File: src/rtl/crc_pkg.sv
// Shared CRC-32 (reflected, IEEE 802.3) constants, the feeder state encoding,
// and a byte-fold helper used by the CRC engine.
package crc_pkg;

  localparam logic [31:0] CRC32_INIT   = 32'hFFFF_FFFF;
  localparam logic [31:0] CRC32_XOROUT = 32'hFFFF_FFFF;
  localparam logic [31:0] CRC32_POLY   = 32'hEDB8_8320;

  typedef enum logic [2:0] {
    IDLE,
    RUN,
    FLUSH,
    TAIL,
    CAPTURE
  } feeder_state_t;

  function automatic logic [31:0] crc32_byte(input logic [31:0] crc,
                                             input logic [7:0]  data);
    logic [31:0] r;
    r = crc ^ {24'h0, data};
    for (int unsigned i = 0; i < 8; i++) begin
      r = r[0] ? ((r >> 1) ^ CRC32_POLY) : (r >> 1);
    end
    return r;
  endfunction

endpackage

File: src/rtl/rom_crc_feeder.sv
// Download-stream front end for crc_core: frames the engine enable window,
// feeds one byte per strobe and captures/compares the finished CRC.
module rom_crc_feeder
  import crc_pkg::*;
#(
  parameter int unsigned CNT_W = 24
) (
  input  logic             clk,
  input  logic             rst_n,
  input  logic             dl_active,
  input  logic             dl_wr,
  input  logic [7:0]       dl_data,
  input  logic [31:0]      exp_crc,
  output logic             crc_en,
  output logic             crc_we,
  output logic [7:0]       crc_byte,
  input  logic [31:0]      crc_value,
  output logic             busy,
  output logic             done,
  output logic [31:0]      crc_result,
  output logic [CNT_W-1:0] byte_count,
  output logic             match,
  output logic             overflow
);

  localparam logic [CNT_W-1:0] CNT_MAX = '1;

  feeder_state_t    state_q, state_d;
  logic             act_q, act_d;
  logic             start_pend_q, start_pend_d;
  logic             pend_ovf_q, pend_ovf_d;
  logic             we_q, we_d;
  logic [7:0]       byte_q, byte_d;
  logic [CNT_W-1:0] cnt_q, cnt_d;
  logic             ovf_q, ovf_d;
  logic [31:0]      res_q, res_d;
  logic             match_q, match_d;

  logic rise, sat, accept, drop, start, hit;

  always_comb begin
    state_d      = state_q;
    act_d        = dl_active;
    start_pend_d = start_pend_q;
    pend_ovf_d   = pend_ovf_q;
    cnt_d        = cnt_q;
    ovf_d        = ovf_q;
    res_d        = res_q;
    match_d      = match_q;
    start        = 1'b0;

    rise   = dl_active && !act_q;
    sat    = (cnt_q == CNT_MAX);
    accept = dl_wr && (state_q == RUN) && !sat;
    drop   = dl_wr && !accept;
    hit    = (crc_value == exp_crc);
    we_d   = accept;
    byte_d = dl_wr ? dl_data : byte_q;

    if (accept) cnt_d = cnt_q + CNT_W'(1);

    case (state_q)
      IDLE: begin
        if (rise)      start = 1'b1;
        else if (drop) ovf_d = 1'b1;
      end
      RUN: begin
        if (drop) ovf_d = 1'b1;
        if (!dl_active) state_d = FLUSH;
      end
      FLUSH, TAIL: begin
        state_d = (state_q == FLUSH) ? TAIL : CAPTURE;
        if (rise) start_pend_d = 1'b1;
        // Drops after a re-rise belong to the pending run, not the finishing one.
        if (drop) begin
          if (start_pend_q || rise) pend_ovf_d = 1'b1;
          else                      ovf_d      = 1'b1;
        end
      end
      CAPTURE: begin
        res_d   = crc_value;
        match_d = hit;
        if (start_pend_q || rise) begin
          start = 1'b1;
        end else begin
          state_d = IDLE;
          if (drop) ovf_d = 1'b1;
        end
      end
      default: state_d = IDLE;
    endcase

    if (start) begin
      state_d      = RUN;
      cnt_d        = '0;
      ovf_d        = pend_ovf_q || drop;
      pend_ovf_d   = 1'b0;
      start_pend_d = 1'b0;
    end
  end

  always_ff @(posedge clk or negedge rst_n) begin
    if (!rst_n) begin
      state_q      <= IDLE;
      act_q        <= 1'b0;
      start_pend_q <= 1'b0;
      pend_ovf_q   <= 1'b0;
      we_q         <= 1'b0;
      byte_q       <= '0;
      cnt_q        <= '0;
      ovf_q        <= 1'b0;
      res_q        <= '0;
      match_q      <= 1'b0;
    end else begin
      state_q      <= state_d;
      act_q        <= act_d;
      start_pend_q <= start_pend_d;
      pend_ovf_q   <= pend_ovf_d;
      we_q         <= we_d;
      byte_q       <= byte_d;
      cnt_q        <= cnt_d;
      ovf_q        <= ovf_d;
      res_q        <= res_d;
      match_q      <= match_d;
    end
  end

  // Result is bypassed during CAPTURE so it is already valid alongside done.
  assign done       = (state_q == CAPTURE);
  assign crc_result = done ? crc_value : res_q;
  assign match      = done ? hit : match_q;
  assign crc_en     = (state_q == RUN) || (state_q == FLUSH);
  assign crc_we     = we_q;
  assign crc_byte   = byte_q;
  assign busy       = (state_q != IDLE);
  assign byte_count = cnt_q;
  assign overflow   = ovf_q;

endmodule

File: config.mk
export PLATFORM = sky130hd
export DESIGN_NAME = rom_crc_feeder
export DESIGN_NICKNAME = d
export VERILOG_FILES = /design/src/rtl/crc_pkg.sv /design/src/rtl/rom_crc_feeder.sv
export SDC_FILE = /design/constraint.sdc
export NUM_CORES = 1
export LEC_CHECK = 0
export BUFFER_PORTS_ARGS = -buffer_cell sky130_fd_sc_hd__buf_2
export CORE_MARGIN = 2
export CORE_UTILIZATION = 52
export CTS_CLUSTER_SIZE = 8
export DETAILED_ROUTE_END_ITERATION = 7
export PLACE_DENSITY = 0.81
export REMOVE_ABC_BUFFERS = 1
export SETUP_SLACK_MARGIN = 0.15
export SLEW_MARGIN = 20
export SYNTH_ARGS = -nofsm -noshare
export SYNTH_HDL_FRONTEND = slang
export SYNTH_SLANG_ARGS = --single-unit
File: constraint.sdc
create_clock -name clk -period 5.1 [get_ports clk]
set_input_delay 0 -clock clk [delete_from_list [all_inputs] [get_ports clk]]
set_output_delay 0 -clock clk [all_outputs]
set_load 0.02 [all_outputs]
# Yosys cells after proc, flatten, opt, wreduce, memory -nomap -nowiden
# Index checks and enable logic that the tools add are counted.
[word_totals]
register_bits = 73
latch_bits = 0
mem_bits_rw = 0
mem_bits_ro = 0
input_bits = 76
output_inout_bits = 70
n_memories = 0
[classes]
addsub = 1
multipliers = 0
n_div = 0
magnitude_cmp = 0
eq_ne = 12
n_shift = 0
muxes = 26
n_bitwise = 0
reduce_logical = 23
[ops]
columns = ["operator", "count"]
rows = [
  ["$mux W24", 2],
  ["$eq A32 B32 Y1", 1],
  ["$mux W32", 1],
  ["$add A24 B1 Y24 const B", 1],
  ["$eq A24 B24 Y1 const B", 1],
  ["$mux W1", 16],
  ["$ne A3 B3 Y1 const B", 5],
  ["$mux W3", 4],
  ["$pmux W3 S4", 1],
  ["$reduce_bool A2 Y1", 5],
  ["$eq A3 B2 Y1 const B", 2],
  ["$reduce_and A3 Y1", 2],
  ["$reduce_and A5 Y1", 1],
  ["$reduce_bool A5 Y1", 1],
  ["$logic_and A1 B1 Y1", 4],
  ["$pmux W1 S4", 1],
  ["$eq A3 B1 Y1 const B", 1],
  ["$eq A3 B3 Y1 const B", 1],
  ["$logic_not A1 Y1", 3],
  ["$logic_not A3 Y1", 1],
  ["$logic_or A1 B1 Y1", 3],
  ["$reduce_bool A3 Y1", 1],
  ["$ne A2 B2 Y1 const B", 1],
  ["$pmux W1 S2", 1],
  ["2 further kinds", 2],
]

# Logic depth before layout (Yosys ltp)
[depth]
word_depth = 9
ltp_mapped = 8
ltp_nobuf = 6

# Least setup slack after synthesis
# OpenSTA, ideal clock, no wires.
[synth_path]
path_type = "reg-to-reg"
from = "reg cnt_q[16] (netlist: byte_count[16])"
to = "reg cnt_q[11] (netlist: byte_count[11])"
t_arrival_ps = 1794
setup_slack_ps = 3226
stages_incl_launch_ff = 8
path_buffers = 1
period_less_slack_ps = 1874
path_cell_list = "dfrtp_1 -> nand4_1 -> or4_4 -> o21ai_2 -> buf_6 -> inv_2 -> nand4_1 -> mux2i_1"
[synth_between]
elab_chain_len = 4
[synth_lines]
columns = ["item", "line_no", "source"]
rows = [
  ["from (decl)", "rom_crc_feeder.sv:34", "logic [CNT_W-1:0] cnt_q, cnt_d;"],
  ["from (signal assigned)", "rom_crc_feeder.sv:121", "cnt_q <= cnt_d;"],
  ["$eq A24 B24 Y1", "rom_crc_feeder.sv:53", "sat = (cnt_q == CNT_MAX);"],
  ["$logic_not A1 Y1", "rom_crc_feeder.sv:54", "accept = dl_wr && (state_q == RUN) && !sat;"],
  ["$logic_and A1 B1 Y1", "rom_crc_feeder.sv:54", ""],
  ["via accept", "rom_crc_feeder.sv:39", "logic rise, sat, accept, drop, start, hit;"],
  ["$reduce_bool A2 Y1 (no source line)", "-", ""],
]
# The timed path passes the listed nets, and every way through them passes these cells.
# A chain may end at the register's enable or synchronous reset.

# Final worst setup path
[layout_path]
from = "reg state_q[1]"
to = "out match"
[layout_between]
elab_chain_len = 2
[layout_lines]
columns = ["item", "line_no", "source"]
rows = [
  ["from (decl)", "rom_crc_feeder.sv:28", "feeder_state_t state_q, state_d;"],
  ["from (signal assigned)", "rom_crc_feeder.sv:115", "state_q <= state_d;"],
  ["$eq A3 B3 Y1", "rom_crc_feeder.sv:129", "assign done = (state_q == CAPTURE);"],
  ["$mux W1", "rom_crc_feeder.sv:131", "assign match = done ? hit : match_q;"],
  ["to (decl)", "rom_crc_feeder.sv:22", "output logic match,"],
]
# No other way between the ends.

==> results.cfg <==
[routing]
drc = 0
drtIter0Drc = 189
wirelength_um = 10700
wl_per_cell_um = 16.5
dr.pass1.iters = 6
num_vias = 3662
drtAntennaViolNets = 0
vias_per_cell = 5.65

[clock_tree]
clk_latency_ns = 0.34
cts_setup_buffers = 0
cts_max_path_buffers = 2
numCtsBuffers = 9
clock-sinks = 73
clkTransAtPathRegs_ns = 0.07
cts-root-buf = clkbuf_8
cts_tree = yes
cts_htree_levels = 3

[yosys]
synth_fa_ha_area_frac = 0.00349
synthMuxAreaShare = 0.0339
synth_top_area_frac = 0.510
synth_common_cells = 112 x nand2_1, 73 x dfrtp_1, 27 x xnor2_1
syn_area_per_cell_um2 = 9.48
synth_xor_area_frac = 0.0831
synth_top_family_by_area = simple AND/OR/NAND/NOR gates
yosys_warnings = 0
synth.area.top_cells = dfrtp_1 51%, nand2_1 12%, xnor2_1 6.6%, mux2_2 2.8%, a21oi_1 2.4%
synth_edf_count = 0
netlist_area_um2 = 3580
ys_types = 47
ys.flop_type = dfrtp_1
synth_seq_cells = 73
synth_cells = 378
synth_most_common_cell = nand2_1
synthSimpleGateAreaFrac = 0.256
synth_top_cell_by_area = dfrtp_1
ys_async_sr_fraction = 1.00
synth_compound_area_frac = 0.0849
ys_seq_area_frac = 0.510

[sta]
maxClockFrequency_ghz = 0.296
setup_viol = 0
finalCritPeriodShare = 0.663
worstMarginPinSlew_ns = 0.943
fin_crit_ns = 3.38
relSlewSlack = 0.367
clock_skew_ns = 0.00520
report.final.hold_viol_count = 0
final_max_slew_viol_count = 0
fin_setup_tns_ns = 0
rsz0062_at_grt = false

[worst_setup_path]
critPathKind = reg2out
critical_path.startpoint = state_q[1]$_DFFE_PN0P_
worstSetupStartpointType = register
r2r-start = state_q[1]$_DFFE_PN0P_
endpoint_kind = output port
worst_ep_required_time_ns = 5.10
cp.arrival_ns = 3.38
cp_max_fo = 34

[run_status]
outcome = complete, no violations

[finish]
n_antenna_cell = 0
post-route-util = 0.736
drive_gt1_frac = 0.308
final_cells = 648
fin_area_um2 = 4940
syn_to_final_growth_pct = 38.0
fin_nets = 640

[flow_run]
drv_cap = 0

[floorplan]
dieWidth_um = 87
pin_count = 146
initial_utilization = 0.533
core_um2 = 6720
die_area_um2 = 7570
dieHeight_um = 87
rows = 30

[place]
dp_hpwl_um = 6420
gp_congestion = 0.823
portBuffers = 145
placed_area_um2 = 4330
placed_cells = 590

[pwr]
power_leakage_uw = 0.00247
power_density_nw_per_um2 = 444
vdd_drop_max_mv = 0.369
finalPower_uw = 2190

[hold_path]
worst_hold_path_type = in2reg
hold_start = dl_wr

[global_route]
grt_usage = 0.288
grt_max_degree = 74
gr-total-overflow = 0
grt_pass1_wl_um = 16800
antenna_found_initial = 0
grt_pass1_vias = 3562
-- state kept, by name (all words and copies together) (netlist names) --
name / count
res_q: 32
byte_count: 24
crc_byte: 8
state_q: 3
act_q: 1
crc_we: 1
match_q: 1
overflow: 1
pend_ovf_q: 1
start_pend_q: 1
-- cells by family after synthesis --
family / Yosys count
buf+inv: 18
xor+xnor: 34
fa+ha+maj: 1
compound gates: 50
simple gates: 191
mux: 11
flops: 73
-- metal layers --
metal / track usage / wire length, um / vias up
li1: - / - / 1677
met1: 0.328 / 4040 / 1722
met2: 0.484 / 5310 / 208
met3: 0.0796 / 869 / 55
met4: 0.169 / 505 / 0
met5: 0 / 0 / -
-- cell type report --
type                       instances  area, um^2
multi-input combinational        287        1660
sequential                        73        1830
clock buffer                      13         149
inverter                           4        15.0
clock inverter                     3        40.0
timing repair buffer             188        1160
tap                               80         100
fill                             470        1780
-- where the power goes --
part	switching [uW]	total (uW)	internal (uW)
clock network	208	447	239
registers	84.6	828	743
logic	612	918	306
total	905	2190	1290
-- critical path: stages (launching register included) --
cell	delay (ns)
dfrtp_1	0.49
nor2_1	0.14
nand2_2	0.51
clkinv_1	0.94
nand4_1	0.39
nor4_1	0.10
a32o_1	0.29
buf_2	0.16
-- final timing paths --
path / endpoint / slack [ns] / cells after the start
min in group asynchronous: byte_count[3]$_DFFE_PN0P_ / 0.33 / 2
min: overflow$_DFFE_PN0P_ / 0.04 / 3
max in group asynchronous: res_q[23]$_DFF_PN0_ / 4.19 / 2
max reg2reg: match_q$_DFF_PN0_ / 2.11 / 6
max: match / 1.72 / 7
min reg2reg: res_q[8]$_DFF_PN0_ / 0.47 / 2
-- cell usage in the layout, fill, tap and decap left out, types with 10 or more instances in the layout --
cell	instances
o21ai_0	15
xnor2_1	27
dlygate4sd3_1	42
nand4_1	13
buf_2	144
dfrtp_1	73
a21oi_1	17
or3_1	12
nand2_1	111
clkbuf_8	10
nand3_1	13
-- repair_timing --
| item | CTS | global route |
|---|---|---|
| hold buffers | 42 | 0 |
| hold endpoints to repair | 114 | 0 |
| gates resized for setup | 0 | 0 |
-- metrics by stage --
| stage | setup WS (ns) | hold WS (ns) |
|---|---|---|
| after global placement | 1.87 | 0.162 |
| after global routing | 1.51 | 0.0475 |
| after detailed placement | 1.72 | 0.163 |
| final | 1.72 | 0.0393 |
| after CTS | 1.34 | 0.0228 |
| after floorplan | 2.38 | -0.296 |
No activity file was read; power rests on OpenSTA's default activity.
